===== src/rtl/seg7_step_counter.sv =====
// seg7_step_counter: modulo up/down counter stepped either by a synchronised
// push-button (tick_in) or by an internal prescaler, with a synchronous
// clamped load, a wrap pulse, a sticky wrap flag on dp and a hex 7-segment
// decode of the registered count.
`timescale 1ns/1ps
module seg7_step_counter #(
    parameter int MODULUS     = 8,        // count modulus, 2..16
    parameter int PRESCALE    = 1000000,  // clk cycles per auto step, 1..2^24
    parameter int SYNC_STAGES = 2         // tick_in synchroniser depth, 2..4
) (
    input  logic       clk,
    input  logic       rst,
    input  logic       tick_in,
    input  logic       mode_auto,
    input  logic       up,
    input  logic       en,
    input  logic       load,
    input  logic [3:0] load_val,
    output logic [3:0] count,
    output logic [6:0] seg,
    output logic       dp,
    output logic       wrap
);

    localparam logic [3:0]  MAX_CNT  = 4'(MODULUS - 1);
    localparam logic [4:0]  MOD5     = 5'(MODULUS);
    localparam logic [23:0] PRE_LAST = 24'(PRESCALE - 1);

    logic [SYNC_STAGES-1:0] sync_q;
    logic                   hist_q;
    logic [23:0]            pre_q, pre_d;
    logic [3:0]             count_q, count_d;
    logic                   dp_q, dp_d;
    logic                   wrap_q, wrap_d;
    logic                   man_step;
    logic                   auto_step;
    logic                   step;

    // Synchronise tick_in and keep one history flop for rising-edge detection.
    // NOTE: sequential state uses non-blocking assignments so every flop samples pre-edge values.
    always_ff @(posedge clk or posedge rst) begin
        if (rst) begin
            sync_q <= '0;
            hist_q <= 1'b0;
        end else begin
            sync_q <= {sync_q[SYNC_STAGES-2:0], tick_in};
            hist_q <= sync_q[SYNC_STAGES-1];
        end
    end

    assign man_step  = sync_q[SYNC_STAGES-1] & ~hist_q;
    assign auto_step = (pre_q == PRE_LAST);
    // The synchroniser always runs; only the selected source may step.
    assign step      = en & (mode_auto ? auto_step : man_step);

    // Prescaler: free-runs 0..PRESCALE-1 only in enabled auto mode, else parked at 0.
    always_comb begin
        // NOTE: assigning a default first keeps every path covered, so no latch is inferred.
        pre_d = pre_q + 24'd1;
        if (load || !mode_auto || !en || auto_step) begin
            pre_d = '0;
        end
    end

    // Counter next state: load (clamped) beats step; wraps pulse and set dp.
    always_comb begin
        count_d = count_q;
        dp_d    = dp_q;
        wrap_d  = 1'b0;
        if (load) begin
            count_d = ({1'b0, load_val} >= MOD5) ? MAX_CNT : load_val;
            dp_d    = 1'b0;
        end else if (step) begin
            if (up) begin
                if (count_q >= MAX_CNT) begin
                    count_d = 4'd0;
                    wrap_d  = 1'b1;
                end else begin
                    count_d = count_q + 4'd1;
                end
            end else begin
                if (count_q == 4'd0) begin
                    count_d = MAX_CNT;
                    wrap_d  = 1'b1;
                end else begin
                    count_d = count_q - 4'd1;
                end
            end
            dp_d = wrap_d;
        end
    end

    // Counter, prescaler and status registers.
    always_ff @(posedge clk or posedge rst) begin
        if (rst) begin
            pre_q   <= '0;
            count_q <= 4'd0;
            dp_q    <= 1'b0;
            wrap_q  <= 1'b0;
        end else begin
            pre_q   <= pre_d;
            count_q <= count_d;
            dp_q    <= dp_d;
            wrap_q  <= wrap_d;
        end
    end

    // Hex decode of the registered count, active-high, seg[0]=a .. seg[6]=g.
    always_comb begin
        seg = 7'h00;
        case (count_q)
            4'h0: seg = 7'h3F;
            4'h1: seg = 7'h06;
            4'h2: seg = 7'h5B;
            4'h3: seg = 7'h4F;
            4'h4: seg = 7'h66;
            4'h5: seg = 7'h6D;
            4'h6: seg = 7'h7D;
            4'h7: seg = 7'h07;
            4'h8: seg = 7'h7F;
            4'h9: seg = 7'h6F;
            4'hA: seg = 7'h77;
            4'hB: seg = 7'h7C;
            4'hC: seg = 7'h39;
            4'hD: seg = 7'h5E;
            4'hE: seg = 7'h79;
            4'hF: seg = 7'h71;
            default: seg = 7'h00;
        endcase
    end

    assign count = count_q;
    assign dp    = dp_q;
    assign wrap  = wrap_q;

endmodule


===== config.mk =====
export PLATFORM = sky130hd
export DESIGN_NAME = seg7_step_counter
export DESIGN_NICKNAME = d
export VERILOG_FILES = /design/src/rtl/seg7_step_counter.sv
export SDC_FILE = /design/constraint.sdc
export NUM_CORES = 1
export LEC_CHECK = 0
export ABC_AREA = 1
export ABC_CLOCK_PERIOD_IN_PS = 1900
export CAP_MARGIN = 20
export CORE_MARGIN = 3
export CORE_UTILIZATION = 56
export CTS_CLUSTER_SIZE = 10
export DETAILED_ROUTE_END_ITERATION = 8
export GPL_TIMING_DRIVEN = 0
export PLACE_DENSITY = 0.79
export SLEW_MARGIN = 20
export SYNTH_ARGS = -nofsm -noshare
export SYNTH_HDL_FRONTEND = slang
export SYNTH_SLANG_ARGS = --single-unit

===== constraint.sdc =====
create_clock -name clk -period 1.9 [get_ports clk]
set_clock_uncertainty 0.05 [all_clocks]
set_input_delay 0.285 -clock clk [delete_from_list [all_inputs] [get_ports clk]]
set_output_delay 0.285 -clock clk [all_outputs]
set_load 0.01 [all_outputs]

==> results.txt, run 1 <==
The run finished with clean final reports. The number of sinks handled by clock tree synthesis came out at 33. The netlist area before placement came out at 2230 µm².

The routability congestion estimate is 0.846. TritonCTS built the clock tree. The number of antenna diodes in the final layout is 0. The area overhead of the layout relative to synthesis is 20.3%. The average vias per placed instance is 5.39. CTS built an H-tree with a depth of 2.

The post-placement cell count is 365. In the final timing run, aggregate negative setup slack is 0 ps. Detailed placement ended at an HPWL of 3.69 mm.

STA classifies the critical path startpoint as a flop. The count of input and output buffers came out at 23. In this run the biggest area consumer among cell types represents 37.1% of the synthesized area. The setup check on the worst reg-to-reg path leaves a slack of 210 ps.

The netlist uses 32 different library cells. Sequential cells were found to cover 37.1% of the synthesized design area. The number of enable flip-flop cells after synthesis came out at 0. In this run the clock root is driven by a sky130_fd_sc_hd__clkbuf_8. The signal on the critical path passes through buf_6, ha_2, nor2_4, nand2_1, o211ai_1, buf_2.

The count of antenna-violating nets left after detailed routing came out at 0. In the layout the commonest cells are sky130_fd_sc_hd__nand2_1 (66), sky130_fd_sc_hd__nor2_1 (51), sky130_fd_sc_hd__dfrtp_1 (30), sky130_fd_sc_hd__nand3_1 (21), sky130_fd_sc_hd__inv_1 (20). The buffer levels on the longest clock path came out at 2.

The worst register-to-register path ends at count[2]$_DFFE_PP0P_. The core region is 3740 µm². Data on the critical path is required at its endpoint by 1560 ps.

The number of nets handed over by synthesis was 314. The total routing usage reported by global routing is 21.9%. The finished layout holds 377 standard cells, fillers aside. The biggest area contributor in the post-synthesis netlist is sky130_fd_sc_hd__dfrtp_1. The clock-pin slew reported for the worst setup and hold paths after clock tree synthesis came out at 70 ps. For this configuration, the core starts out at a cell density of 59.5%. The fraction of registers with async set or reset after synthesis came out at 100%. The power per standard cell area came out at 712 nW/µm². Before CTS, the worst setup slack after placement is -424 ps.

The number of placed I/O pins came out at 24. For this run, the slowest stage of the critical path takes 430 ps. The number of instances in the synthesized netlist came out at 294. The largest net degree at the start of global routing came out at 34.

After detailed routing, the number of remaining DRC violations is 0. The normalized max-slew margin came out at 54.0%. The final layout net count is 348. The tightest min-delay check is of the flop to flop type. Summing all placed instances gives a cell area of 2520 µm². Leaving out fill and tap cells, the most frequent cell in the layout is sky130_fd_sc_hd__nand2_1. The total power consumption of the routed design is 1.91 mW. The number of endpoints failing setup at the final stage came out at 0. The first-pass GRT wire length is 8.51 mm. The total overflow left after global routing is 0. The floorplan die width is 69.1 µm. In this run the critical register-to-register path is launched from count[1]$_DFFE_PP0P_.

The mean post-synth cell area is 7.58 µm². The total iterations of the first detailed-routing run is 4. The total of hold buffers inserted after clock tree synthesis came out at 0.

The number of cell instances on the worst register-to-register path came out at 8. The maximum fanout count along the critical path came out at 8. The worst setup path startpoint is count[0]$_DFFE_PP0P_.

The die is 69.1 µm tall. The leakage component of the power is 1.18 nW. The cell at the slowest stage of the critical path is sky130_fd_sc_hd__dfrtp_2.

The count of pins over their slew limit is 0. Once layout is done, the placed cells without fillers occupy 2680 µm². The measured slew at the worst slew-check pin came out at 689 ps. The clock period minus final worst setup slack came out at 1870 ps. Setup repair after global routing could not meet its margin everywhere. The number of CTS-inserted buffers came out at 5.

In this run the most critical hold path is launched from sync_q[0]$_DFF_PP0_. The arrival time at the worst endpoint is 1540 ps. The register bit count reported by yosys came out at 33. The most used flip-flop cell after synthesis is sky130_fd_sc_hd__dfrtp_1. The worst setup path is captured at a primary output. The worst hold path was traced through 0 stages. The smallest setup slack after layout is 28.6 ps. The number of hold violations in the final report came out at 0.

Summed over all layers, the routed wires come to 5.08 mm. The number of antenna violations at the first check in global routing came out at 0. The detailed router's first-iteration violation count is 164. The final cycle utilization of the critical path came out at 98.5%. At the later pin of the worst-skew pair, clock insertion delay measures 290 ps. The count of synthesis-stage warnings from yosys is 0.

The average wire length per cell after detail routing is 13.5 µm. For hold timing, the worst endpoint is sync_q[1]$_DFF_PP0_. The count of vias placed by the detailed router is 2,031.

The die area is 4770 µm². The number of violations of the max-capacitance limit came out at 0. The via count of the first global-routing pass is 1,980. Ranked by total cell area, the synthesized netlist is headed by sky130_fd_sc_hd__dfrtp_1 (37%), sky130_fd_sc_hd__nand2_1 (11%), sky130_fd_sc_hd__nor2_1 (8.8%), sky130_fd_sc_hd__ha_1 (5.1%), sky130_fd_sc_hd__nand3_1 (4.7%). The critical path in this run is classified as flop to primary output. Row generation in the floorplan step produced 22 rows. The share of post-route cells with drive strength above 1 came out at 20.4%. Across the VDD grid, the largest voltage drop is 0.431 mV. The achievable clock frequency is 534 MHz.
==> flip-flops by register name, indices dropped and copies added (netlist names) <==
register  cells
hist_q        1
sync_q        2
pre_q        24
wrap          1
count         4
dp            1
==> Yosys cell counts (4+ instances only) <==
master and instances:
sky130_fd_sc_hd__ha_1 9, sky130_fd_sc_hd__nor3_1 5, sky130_fd_sc_hd__nor2_1 52, sky130_fd_sc_hd__nand2_2 4
sky130_fd_sc_hd__nand2_4 4, sky130_fd_sc_hd__inv_2 7, sky130_fd_sc_hd__inv_1 26, sky130_fd_sc_hd__o21ai_0 11
sky130_fd_sc_hd__nand2_1 66, sky130_fd_sc_hd__xor2_1 8, sky130_fd_sc_hd__nand4_1 6, sky130_fd_sc_hd__a21oi_1 5
sky130_fd_sc_hd__nor2_4 4, sky130_fd_sc_hd__xnor2_1 6, sky130_fd_sc_hd__nor2_2 4, sky130_fd_sc_hd__nand3_1 21
sky130_fd_sc_hd__dfrtp_1 33
==> worst max-delay path: cells and delay by family (launching register included) <==
kind                       cells  cell delay (ps)
buffers and inverters          2              310
adders and majority gates      1              200
AOI/OAI and AO/OA              1              110
DFF                            1              430
and+or+nand+nor                2              190
==> where the power goes <==
| group | switching, mW | internal (mW) | total, mW |
|---|---|---|---|
| clock | 0.262 | 0.428 | 0.690 |
| combinational | 0.265 | 0.201 | 0.467 |
| sequential | 0.0273 | 0.723 | 0.750 |
==> routing by layer <==
layer	up-vias	part of all wire (%)	GRT usage, %
met4	0	2.5	8.68
li1	1007	-	-
met5	-	0	0
met2	57	52	39.2
met1	949	42	25.0
met3	18	4.1	4.96
==> layout make-up <==
type,instances,area (µm²)
buffer,4,35.0
clock inverter,1,30.0
clock buffer,7,86.3
timing repair buffer,27,238
multi-input combinational,223,1270
sequential,33,830
fill,319,1060
inverter,34,130
tap,48,60.1
==> cell families after synthesis <==
logic type | synth area share, %
xor gates and xnor gates | 5.51
adders and majority gates | 5.06
DFF | 37.1
buffers and inverters | 7.19
and+or+nand+nor | 39.1
AOI/OAI and AO/OA | 6.07
==> how the worst max path moves through the flow <==
stage / to / slack, ps
final: seg[6] / 30
after global routing: seg[3] / -40
after CTS: seg[2] / 10
after detailed placement: seg[3] / -420
after global placement: seg[3] / -400
after floorplan: seg[3] / 160
==> what timing repair did <==
item                       4_1_cts  5_1_grt
gates resized for setup         34       14
pin swaps                        1        5
setup endpoints to repair        7        6
buffers inserted                 2        2
==> metrics by stage <==
stage          utilization (%)  hold WS, ps
2_1_floorplan                -          266
3_3_place_gp              67.2          287
3_5_place_dp              67.2          290
4_1_cts                   70.5          305
5_1_grt                   71.6          305
6_report                  71.6          303
No activity file was read; power rests on OpenSTA's default activity.
==> run 2, diff against run 1 <==
--- a/config.mk
+++ b/config.mk
@@ -10,6 +10,7 @@
 export CAP_MARGIN = 20
 export CORE_MARGIN = 3
 export CORE_UTILIZATION = 56
+export CTS_CLUSTER_DIAMETER = 60
 export CTS_CLUSTER_SIZE = 10
 export DETAILED_ROUTE_END_ITERATION = 8
 export GPL_TIMING_DRIVEN = 0
==> results of run 2 <==
Same layout as run 1: the final DEF is identical, and so are final timing and power.
==> run 3, diff against run 2 <==
--- a/config.mk
+++ b/config.mk
@@ -6,15 +6,15 @@
 export NUM_CORES = 1
 export LEC_CHECK = 0
 export ABC_AREA = 1
-export ABC_CLOCK_PERIOD_IN_PS = 1900
+export ABC_CLOCK_PERIOD_IN_PS = 2300
 export CAP_MARGIN = 20
 export CORE_MARGIN = 3
-export CORE_UTILIZATION = 56
+export CORE_UTILIZATION = 60
 export CTS_CLUSTER_DIAMETER = 60
 export CTS_CLUSTER_SIZE = 10
 export DETAILED_ROUTE_END_ITERATION = 8
 export GPL_TIMING_DRIVEN = 0
-export PLACE_DENSITY = 0.79
+export PLACE_DENSITY = 0.84
 export SLEW_MARGIN = 20
 export SYNTH_ARGS = -nofsm -noshare
 export SYNTH_HDL_FRONTEND = slang
==> constraint.sdc (replaced) <==
create_clock -name clk -period 2.3 [get_ports clk]
set_clock_uncertainty 0.05 [all_clocks]
set_input_delay 0.345 -clock clk [delete_from_list [all_inputs] [get_ports clk]]
set_output_delay 0.345 -clock clk [all_outputs]
set_load 0.01 [all_outputs]
==> run 3 against run 2 <==
Register-to-register slack better by 460 ps. Critical endpoint is now seg[2]. Combinational power is 25% lower. Largest cell class unchanged. Utilization is 5.5 points higher. Largest power group unchanged. Wire length is 5.3% lower. Clock-buffer cell count is 1 lower. First-iteration DRC count is 16% lower. Via count is 4.0% lower.
==> results.txt, run 3 (synthesized netlist as in run 1, its figures left out) <==
The flow ran to the end, and the final reports show no timing, DRC or antenna violations. The arrival time at the worst endpoint came out at 1810 ps (+270 ps). The share of post-route cells with drive strength above 1 came out at 15.3% (-5.1 points). The clock-pin slew reported for the worst setup and hold paths after clock tree synthesis is 70 ps (about the same). The clock tree from TritonCTS is built. The worst path needs 2210 ps of the cycle, external delays included. The worst setup slack for register-to-register paths was 670 ps (+460 ps).

The worst-skew pair later-pin latency is 290 ps (about the same). The post-route non-filler standard cell count came out at 373 (-1.1%). Counting flops per register, the top entry is pre_q. The post-placement cell count is 363 (-0.55%). The measured slew at the worst slew-check pin is 682 ps (-7.00 ps). The standard cell core area came out at 3440 µm² (-8.1%). The endpoint identified for the worst register-to-register timing path is pre_q[11]$_DFF_PP0_. The endpoint required time on the critical path came out at 1900 ps (+340 ps).

The buffer levels on the longest clock path came out at 2 (unchanged). The largest net degree at the start of global routing is 34 (unchanged). The number of placed I/O pins is 24 (unchanged). The first-pass GRT wire length is 8.14 mm (-4.4%). The leakage component of the power is 1.19 nW (+0.38%).

The leading cell type in the layout, fill and taps excluded is sky130_fd_sc_hd__nand2_1. The area overhead of the layout relative to synthesis came out at 19.1%. The power per standard cell area is 579 nW/µm² (-19%). The cell chosen for the clock root is sky130_fd_sc_hd__clkbuf_8.

The final layout net count came out at 346 (-0.57%). The capture point of the worst path is seg[2]. The worst-case vdd ir drop came out at 0.400 mV (-7.2%). The via count of the first global-routing pass came out at 1,767 (-11%). For this run, the top clock speed supported by timing is 453 MHz. The depth of the CTS H-tree is 2 (unchanged). The total power consumption of the routed design came out at 1.54 mW (-19%). The total congestion overflow after global routing came out at 0 (unchanged). The count of antenna-violating nets left after detailed routing came out at 0 (unchanged). The number of CTS-inserted buffers is 5 (unchanged). The floorplan row count came out at 21 (-4.5%). The final design utilization was 77.1% (+5.5 points). The effective utilization at floorplan is 64.7% (+5.2 points). The average wire length per cell after detail routing is 12.9 µm (-4.3%). The total iterations of the first detailed-routing run is 4 (unchanged). The normalized max-slew margin is 54.5% (+0.47 points). The average vias per placed instance came out at 5.23 (-3.0%). The count of pins over their slew limit is 0 (unchanged). The count of input and output buffers is 23 (unchanged).

The total of hold buffers inserted after clock tree synthesis came out at 0 (unchanged). The count of vias placed by the detailed router came out at 1,950 (-4.0%). The vertical die dimension came to 66.9 µm (-3.1%). The number of hold violations in the final report came out at 0 (unchanged).

The worst setup path is captured at a primary output. The final routed wirelength across all metal layers is 4.81 mm (-5.3%). The total routing usage reported by global routing was 24.0% (+2.1 points). The final critical path takes up 96.1% of the cycle. The die area is 4480 µm² (-6.1%). The detailed router's first-iteration violation count came out at 137 (-16%).

Setup repair after global routing left no endpoint under its margin. Leaving out fill and tap cells, the most frequent cells in the layout are sky130_fd_sc_hd__nand2_1 (66), sky130_fd_sc_hd__nor2_1 (52), sky130_fd_sc_hd__dfrtp_1 (30), sky130_fd_sc_hd__inv_1 (25), sky130_fd_sc_hd__nand3_1 (21). The number of flip-flops in the largest register came out at 24 (unchanged).

The maximum fanout count along the critical path was 8 (unchanged). The remaining routing DRC violations is 0 (unchanged). The worst setup path is launched from a flop.

The number of endpoints failing setup at the final stage is 0 (unchanged). The sum of net half-perimeters after detailed placement was 3.44 mm (-6.9%). In this run the critical register-to-register path is launched from pre_q[0]$_DFF_PP0_.

The count of inserted antenna diode cells is 0 (unchanged). The number of violations of the max-capacitance limit was 0 (unchanged). The floorplan die width came to 66.9 µm (-3.1%). The worst slack on hold paths is 315 ps (+11.3 ps). The number of antenna violations at the first check in global routing is 0 (unchanged).

The number of cell instances on the worst register-to-register path came out at 7 (-1). The routability congestion estimate came out at 0.928 (+9.7%). The number of sinks handled by clock tree synthesis was 33 (unchanged). The pre-CTS worst setup slack came out at -81.2 ps (+343 ps). The smallest setup slack after layout came out at 90.6 ps (+62.0 ps). The type of the tightest min-delay check is flop to flop.

The worst setup path startpoint is count[0]$_DFFE_PP0P_. By startpoint and endpoint, the worst setup path is classified as flop to primary output.
## run 3: cell count changes in the layout (fill, tap and decap cells not counted), sizes merged
cell	before	now
clkinvlp	0	1
buf	14	5
clkdlybuf4s50	16	17
dlymetal6s2s	0	1
clkdlybuf4s15	1	0
dlygate4sd2	0	5
## run 3: power by group
group | leakage, nW | internal, mW | switching, mW
sequential | 0.444 | 0.597 | 0.0180
clock | 0.0574 | 0.352 | 0.216
combinational | 0.685 | 0.155 | 0.196
total | 1.19 | 1.10 | 0.431
## run 3: what timing repair did
action / CTS / global route
pin swaps: 0 / 0
endpoints found under the setup margin: 7 / 2
buffers inserted: 2 / 0
resized for setup: 8 / 3
## run 3: through the flow
stage	setup TNS, ps	cell area [µm²]
2_1_floorplan	0	2230
3_5_place_dp	-81.2	2510
6_report	0	2650
3_3_place_gp	-36.8	2510
5_1_grt	0	2650
4_1_cts	0	2650
## run 3: worst max-delay path, stage by stage, from the launching register on
cell and delay, ps:
sky130_fd_sc_hd__dfrtp_2 420, sky130_fd_sc_hd__buf_4 170, sky130_fd_sc_hd__ha_1 180, sky130_fd_sc_hd__o21ai_0 210, sky130_fd_sc_hd__nand2_1 70, sky130_fd_sc_hd__clkdlybuf4s50_1 480
## run 3: layout make-up
cell class	instances	area [µm²]
inverter	34	128
clock inverter	2	37.5
fill	254	790
multi-input combinational	223	1240
buffer	4	35.0
tap	46	57.6
timing repair buffer	25	241
sequential	33	830
clock buffer	6	82.6
## run 3: worst min path at each step
stage                              startpoint                   to  slack [ps]  cells past startpoint
final                     sync_q[0]$_DFF_PP0_  sync_q[1]$_DFF_PP0_         310                      0
after floorplan           sync_q[0]$_DFF_PP0_  sync_q[1]$_DFF_PP0_         280                      0
after global routing      sync_q[0]$_DFF_PP0_  sync_q[1]$_DFF_PP0_         320                      0
after global placement    sync_q[0]$_DFF_PP0_  sync_q[1]$_DFF_PP0_         300                      0
after CTS                 sync_q[0]$_DFF_PP0_  sync_q[1]$_DFF_PP0_         310                      0
after detailed placement  sync_q[0]$_DFF_PP0_  sync_q[1]$_DFF_PP0_         290                      0
## run 3: routing by layer
metal / vias to the layer above / routed length, µm / GRT usage [%]
li1: 998 / - / -
met1: 887 / 2260 / 34.3
met5: - / 0 / 0
met4: 0 / 53 / 6.08
met2: 58 / 2180 / 37.4
met3: 7 / 305 / 4.55
